**config.mk**
```make
export PLATFORM = sky130hd
export DESIGN_NAME = cga_text_serializer
export DESIGN_NICKNAME = d
export VERILOG_FILES = /design/src/rtl/cga_text_serializer_pkg.sv /design/src/rtl/cga_attr_decode.sv /design/src/rtl/cga_text_serializer.sv
export SDC_FILE = /design/constraint.sdc
export NUM_CORES = 1
export LEC_CHECK = 0
export ABC_AREA = 0
export CAP_MARGIN = 0
export CORE_ASPECT_RATIO = 2
export CORE_MARGIN = 10
export CORE_UTILIZATION = 47
export CTS_CLUSTER_SIZE = 12
export DETAILED_ROUTE_END_ITERATION = 10
export GPL_TIMING_DRIVEN = 0
export MAX_ROUTING_LAYER = met4
export PLACE_DENSITY_LB_ADDON = 0.05
export SYNTH_ARGS = -nofsm -noshare
export SYNTH_HDL_FRONTEND = slang
export SYNTH_SLANG_ARGS = --single-unit
```
**constraint.sdc**
```tcl
create_clock -name CLK -period 1.29 [get_ports CLK]
set_input_delay 0.1935 -clock CLK [delete_from_list [all_inputs] [get_ports CLK]]
set_output_delay 0.1935 -clock CLK [all_outputs]
set_load 0.1 [all_outputs]
```
**src/rtl/cga_text_serializer_pkg.sv**
```systemverilog
// Shared definitions for the CGA text serializer and its colour decoder:
// attribute field positions, RGBI width, fetch pipeline offsets and the
// default blink bit.
package cga_text_serializer_pkg;

  localparam int unsigned RgbiW = 4;

  // Attribute byte layout: {blink/bg-intensity, bg[2:0], fg[3:0]}
  localparam int unsigned AttrFgLsb    = 0;
  localparam int unsigned AttrFgMsb    = 3;
  localparam int unsigned AttrBgLsb    = 4;
  localparam int unsigned AttrBgMsb    = 6;
  localparam int unsigned AttrBlinkBit = 7;

  // Fetch pipeline: cycles after the CCLK_EN edge at which the VRAM word and
  // the font row are valid on the memory outputs.
  localparam int unsigned StVramData = 2;
  localparam int unsigned StFontData = 4;

  localparam int unsigned DefaultBlinkBit = 4;

  // CRTC control bits carried alongside each character slot
  typedef struct packed {
    logic de;
    logic cursor;
    logic hsync;
    logic vsync;
  } crtc_ctrl_t;

endpackage

```
**src/rtl/cga_attr_decode.sv**
```systemverilog
// Per-dot colour selection for an attribute-based display: border while
// blanked, otherwise foreground/background from the attribute byte with
// blink and cursor applied. Purely combinational.
module cga_attr_decode
  import cga_text_serializer_pkg::*;
(
  input  logic [7:0]       attr_i,
  input  logic             blink_mode_i,
  input  logic             blink_phase_i,
  input  logic             cursor_i,
  input  logic             dot_i,
  input  logic             de_i,
  input  logic [RgbiW-1:0] border_i,
  output logic [RgbiW-1:0] rgbi_o
);

  logic [RgbiW-1:0] fg;
  logic [RgbiW-1:0] bg;
  logic             lit;

  // Pick fg/bg; blink-off hides the glyph, cursor overrides everything
  always_comb begin
    fg  = attr_i[AttrFgMsb:AttrFgLsb];
    bg  = {(blink_mode_i ? 1'b0 : attr_i[AttrBlinkBit]), attr_i[AttrBgMsb:AttrBgLsb]};
    lit = dot_i;
    if (blink_mode_i && attr_i[AttrBlinkBit] && !blink_phase_i) begin
      lit = 1'b0;
    end
    if (cursor_i) begin
      lit = 1'b1;
    end
    rgbi_o = de_i ? (lit ? fg : bg) : border_i;
  end

endmodule

```
**src/rtl/cga_text_serializer.sv**
```systemverilog
// CGA text-mode serializer: captures CRTC outputs once per character slot,
// fetches the char/attr word and glyph row, and shifts RGBI dots out one
// slot later with syncs aligned to the shifter load.
// Optional build macro: CGA_SER_SNOW_EN adds CPU_HIT/CPU_DATA, which replace
// the VRAM word during the data-latch cycle to model 80-column snow.
module cga_text_serializer
  import cga_text_serializer_pkg::*;
#(
  parameter int unsigned FONT_ROWS = 8,
  parameter int unsigned BLINK_BIT = DefaultBlinkBit
) (
  input  logic             CLK,
  input  logic             RESET_N,
  input  logic             CCLK_EN,
  input  logic [13:0]      MA,
  input  logic [4:0]       RA,
  input  logic             DISP_EN,
  input  logic             CURSOR,
  input  logic             HSYNC,
  input  logic             VSYNC,
  input  logic             BLINK_MODE,
  input  logic [RgbiW-1:0] BORDER,
  output logic [12:0]      VRAM_WADDR,
  input  logic [15:0]      VRAM_RDATA,
  output logic [10:0]      FONT_ADDR,
  input  logic [7:0]       FONT_DATA,
`ifdef CGA_SER_SNOW_EN
  input  logic             CPU_HIT,
  input  logic [7:0]       CPU_DATA,
`endif
  output logic [RgbiW-1:0] RGBI,
  output logic             HSYNC_O,
  output logic             VSYNC_O,
  output logic             DE_O
);

  localparam int unsigned RowBits  = $clog2(FONT_ROWS);
  localparam int unsigned FetchLen = StFontData;

  crtc_ctrl_t           ctrl1_q, ctrl1_d, ctrl2_q, ctrl2_d;
  logic [RowBits-1:0]   ra1_q, ra1_d;
  logic [12:0]          waddr_q, waddr_d;
  logic [FetchLen-1:0]  fetch_q, fetch_d;
  logic [7:0]           attr1_q, attr1_d, attr2_q, attr2_d;
  logic [10:0]          font_addr_q, font_addr_d;
  logic [7:0]           glyph_q, glyph_d, shift_q, shift_d;
  logic [5:0]           blink_cnt_q, blink_cnt_d;
  logic                 phase2_q, phase2_d;
  logic                 primed_q, primed_d, live_q, live_d;
  logic [15:0]          vram_word;
  logic [RgbiW-1:0]     dot_rgbi;

  // MA13 and the upper row bits are intentionally dropped
  logic unused_addr_bits;
  assign unused_addr_bits = ^{MA[13], RA[4:RowBits]};

  // Word seen by the data-latch stage (CPU bus contention overrides VRAM)
  always_comb begin
`ifdef CGA_SER_SNOW_EN
    vram_word = CPU_HIT ? {CPU_DATA, CPU_DATA} : VRAM_RDATA;
`else
    vram_word = VRAM_RDATA;
`endif
  end

  // Stage-1 capture and the VRAM/font fetch sequence
  always_comb begin
    ctrl1_d     = ctrl1_q;
    ra1_d       = ra1_q;
    waddr_d     = waddr_q;
    fetch_d     = {fetch_q[FetchLen-2:0], CCLK_EN};
    attr1_d     = attr1_q;
    font_addr_d = font_addr_q;
    glyph_d     = glyph_q;
    blink_cnt_d = blink_cnt_q;
    if (CCLK_EN) begin
      ctrl1_d = '{de: DISP_EN, cursor: CURSOR, hsync: HSYNC, vsync: VSYNC};
      ra1_d   = RA[RowBits-1:0];
      waddr_d = MA[12:0];
      if (VSYNC && !ctrl1_q.vsync) begin
        blink_cnt_d = blink_cnt_q + 6'd1;
      end
    end
    if (fetch_q[StVramData-1]) begin
      attr1_d     = vram_word[15:8];
      font_addr_d = {vram_word[7:0], ra1_q};
    end
    if (fetch_q[StFontData-1]) begin
      glyph_d = FONT_DATA;
    end
  end

  // Stage-2 load at each slot boundary (skipped for the first slot after
  // reset, which has no fetched data yet); shifter drains zeros otherwise
  always_comb begin
    primed_d = primed_q;
    live_d   = live_q;
    ctrl2_d  = ctrl2_q;
    attr2_d  = attr2_q;
    phase2_d = phase2_q;
    shift_d  = {shift_q[6:0], 1'b0};
    if (CCLK_EN) begin
      primed_d = 1'b1;
      if (primed_q) begin
        live_d   = 1'b1;
        ctrl2_d  = ctrl1_q;
        attr2_d  = attr1_q;
        phase2_d = blink_cnt_q[BLINK_BIT];
        shift_d  = glyph_q;
      end
    end
  end

  // All state, asynchronously cleared
  always_ff @(posedge CLK or negedge RESET_N) begin
    if (!RESET_N) begin
      ctrl1_q     <= '0;
      ra1_q       <= '0;
      waddr_q     <= '0;
      fetch_q     <= '0;
      attr1_q     <= '0;
      font_addr_q <= '0;
      glyph_q     <= '0;
      blink_cnt_q <= '0;
      primed_q    <= 1'b0;
      live_q      <= 1'b0;
      ctrl2_q     <= '0;
      attr2_q     <= '0;
      phase2_q    <= 1'b0;
      shift_q     <= '0;
    end else begin
      ctrl1_q     <= ctrl1_d;
      ra1_q       <= ra1_d;
      waddr_q     <= waddr_d;
      fetch_q     <= fetch_d;
      attr1_q     <= attr1_d;
      font_addr_q <= font_addr_d;
      glyph_q     <= glyph_d;
      blink_cnt_q <= blink_cnt_d;
      primed_q    <= primed_d;
      live_q      <= live_d;
      ctrl2_q     <= ctrl2_d;
      attr2_q     <= attr2_d;
      phase2_q    <= phase2_d;
      shift_q     <= shift_d;
    end
  end

  cga_attr_decode u_attr_decode (
    .attr_i       (attr2_q),
    .blink_mode_i (BLINK_MODE),
    .blink_phase_i(phase2_q),
    .cursor_i     (ctrl2_q.cursor),
    .dot_i        (shift_q[7]),
    .de_i         (ctrl2_q.de),
    .border_i     (BORDER),
    .rgbi_o       (dot_rgbi)
  );

  // RGBI stays dark until the first real slot so reset reads as all-zero
  always_comb begin
    RGBI       = live_q ? dot_rgbi : '0;
    HSYNC_O    = ctrl2_q.hsync;
    VSYNC_O    = ctrl2_q.vsync;
    DE_O       = ctrl2_q.de;
    VRAM_WADDR = waddr_q;
    FONT_ADDR  = font_addr_q;
  end

endmodule

```
==> impl_metrics.py <==
metrics = {
    "place": {
        "port_buffers": 82,
        "place_area_um2": 4080,
        "dp_hpwl_mm": 4.70,
        "dpl_worst_slack_ns": -1.44,
        "place.gp.congestion": 0.733,
    },
    "synth": {
        "syn_avg_cell_area_um2": 16.1,
        "synth_ff_type": "dfrtp_1",
        "synthArstFlopShare_pct": 100,
        "synthCells": 190,
        "synth_edf_count": 0,
        "synth-seq-cells": 79,
        "synth.distinct_cells": 28,
        "mappedNetlistArea_um2": 3060,
        "yosys_warnings": 0,
        "synth.net_count": 246,
        "seq_area_frac_synth_pct": 64.5,
    },
    "route": {
        "drc": 0,
        "num_vias": 1845,
        "drt_pre_antenna_iters": 4,
        "routed_wl_mm": 6.31,
        "vias_per_cell": 4.89,
        "drtIter0Drc": 87,
        "wl_per_cell_um": 16.7,
        "ant_nets": 0,
    },
    "clocking": {
        "clockBufferDepth": 2,
        "path_clk_slew_ns": 0.06,
        "numClockSinks": 79,
        "cts_tree": "yes",
        "ctsHtreeMaxLevel": 3,
        "cts_root_buf": "clkbuf_16",
        "clkLatencyLatePin_ns": 0.34,
        "cts_buffers": 9,
    },
    "timing": {
        "drv_slew": 0,
        "finalSetupViolCount": 4,
        "min_period_ns": 1.86,
        "fin_crit_sh_pct": 144,
        "skew_ns": 0.00594,
        "slew_headroom_pct": 76.1,
        "timing.final.ws_setup_ns": -0.570,
        "hold_violations": 0,
        "tightest_slew_ns": 0.354,
        "setup_tns_ns": -2.21,
        "max_freq_mhz": 538,
        "grt_setup_unrepaired": "true",
    },
    "floorplan": {
        "core_um2": 6310,
        "rows": 41,
        "die_h_um": 134,
        "dieArea_um2": 10300,
        "start_util_pct": 48.6,
        "die_x_um": 77.1,
        "pin_count": 86,
    },
    "critical_path": {
        "required_ns": 1.10,
        "start_kind": "flop",
        "crit_path_max_fanout": 6,
        "critical_path_class": "reg -> out",
        "critPathArrivalTime_ns": 1.67,
        "end_kind": "output port",
    },
    "grt": {
        "grt_pass1_wl_mm": 10.5,
        "overflow": 0,
        "grt_pass1_vias": 2118,
        "antenna_found_initial": 0,
        "grt_start_max_net_pins": 72,
        "grt_usage_pct": 13.3,
    },
    "flow_run": {
        "max_cap_violations": 0,
    },
    "layout": {
        "final_cell_mix": "dfrtp_1, mux2_2, clkdlybuf4s50_1, buf_4, clkbuf_16",
        "n_fill_cell": 459,
        "final_common_cell": "dfrtp_1",
        "finalNetCount": 342,
        "num_antenna_cells": 0,
        "drive_above_1_share_pct": 47.8,
        "area_growth_pct": 43.9,
        "final_cell_area_um2": 4410,
        "post-route-util_pct": 69.9,
    },
    "hold_path": {
        "hold_class": "in -> async",
    },
    "outcome": {
        "violations": "negative setup slack",
        "status": "finished with violations",
    },
    "power": {
        "p_leak_uw": 0.00190,
        "vdd_ir_drop_max_uv": 1570,
        "power-per-cell-area_nw_per_um2": 1770,
    },
}
[worst paths after layout]
path	start	end	slack, ns	cells after the start
min in group CLK	fetch_q[2]	fetch_q[3]	0.35	0
hold / removal	RESET_N	glyph_q[3]	0.22	2
max in group asynchronous	RESET_N	DE_O	0.49	3
hold reg to reg	fetch_q[2]	fetch_q[3]	0.35	0
setup / recovery	ctrl2_q[2]	RGBI[0]	-0.57	5
setup reg to reg	primed_q	attr2_q[0]	0.13	3
[per-layer routing]
layer	global-route usage, %	routed length (um)	vias up
met1	14.0	2590	904
met3	5.22	358	10
met5	-	0	-
met4	6.12	121	0
met2	21.6	3250	61
li1	-	-	870
[flip-flops by register name, indices dropped and copies added (netlist names)]
| signal | cells |
|---|---|
| fetch_q | 4 |
| attr2_q | 8 |
| attr1_q | 8 |
| blink_cnt_q | 5 |
| live_q | 1 |
| DE_O | 1 |
| glyph_q | 8 |
| phase2_q | 1 |
| ctrl2_q | 1 |
| ctrl1_q | 4 |
| ra1_q | 3 |
| VSYNC_O | 1 |
| HSYNC_O | 1 |
| FONT_ADDR | 11 |
| primed_q | 1 |
| shift_q | 8 |
| VRAM_WADDR | 13 |
[kinds of logic after synthesis]
group	after synthesis	synth area share [%]
buf+inv	11	2.61
xor+xnor	4	1.14
simple gates	16	3.96
fa+ha+maj	1	0.408
mux	68	25.1
compound gates	11	2.25
flops	79	64.5
[area by class of cell]
type / instances / area (um^2) / share of cell area, %
clock inverters: 6 / 83.8 / 1.90
clock buffers: 10 / 239 / 5.42
well taps: 86 / 108 / 2.44
plain buffers: 10 / 86.3 / 1.96
flip-flops and latches: 79 / 1980 / 44.9
repair buffers: 86 / 835 / 18.9
multi-input cells: 100 / 1080 / 24.5
[synthesized netlist by cell type, types with 2 or more instances]
cell type | count | share of area [%]
dfrtp_1 | 79 | 65
buf_6 | 3 | 1.1
o21ai_0 | 4 | 0.65
xnor2_1 | 3 | 0.86
a21bo_1 | 2 | 0.65
nand2b_1 | 2 | 0.41
mux2_2 | 66 | 24
a31oi_1 | 3 | 0.61
a21oi_1 | 2 | 0.33
nand3_1 | 2 | 0.33
nand4_1 | 2 | 0.41
buf_4 | 3 | 0.73
buf_2 | 4 | 0.65
[through the flow]
step / total power, uW / std cells / hold WS (ns)
after floorplan: 4510 / 190 / -0.102
after global placement: 5070 / 358 / 0.335
after detailed placement: 5120 / 359 / 0.0369
after CTS: 7920 / 377 / 0.217
after global routing: 8160 / 377 / 0.251
final: 7810 / 377 / 0.225
[critical path, cell delays in order (launching register included)]
cell and delay (ns):
dfrtp_1 0.41, or2_1 0.23, buf_6 0.13, a21bo_1 0.19, a31oi_4 0.17, buf_12 0.19
[repair_timing]
action | CTS | global route
setup endpoints to repair | 41 | 4
endpoints found under the hold margin | 79 | 0
buffers inserted | 2 | 0
hold buffers | 1 | 0
resized for setup | 198 | 1
pin swaps | 5 | 0
[where the power goes]
part	total, uW	internal [uW]	switching (uW)
combinational	2120	793	1320
sequential	3000	2820	189
clock	2690	1740	952
total	7810	5350	2460
Power figures use the tool's default switching activity.
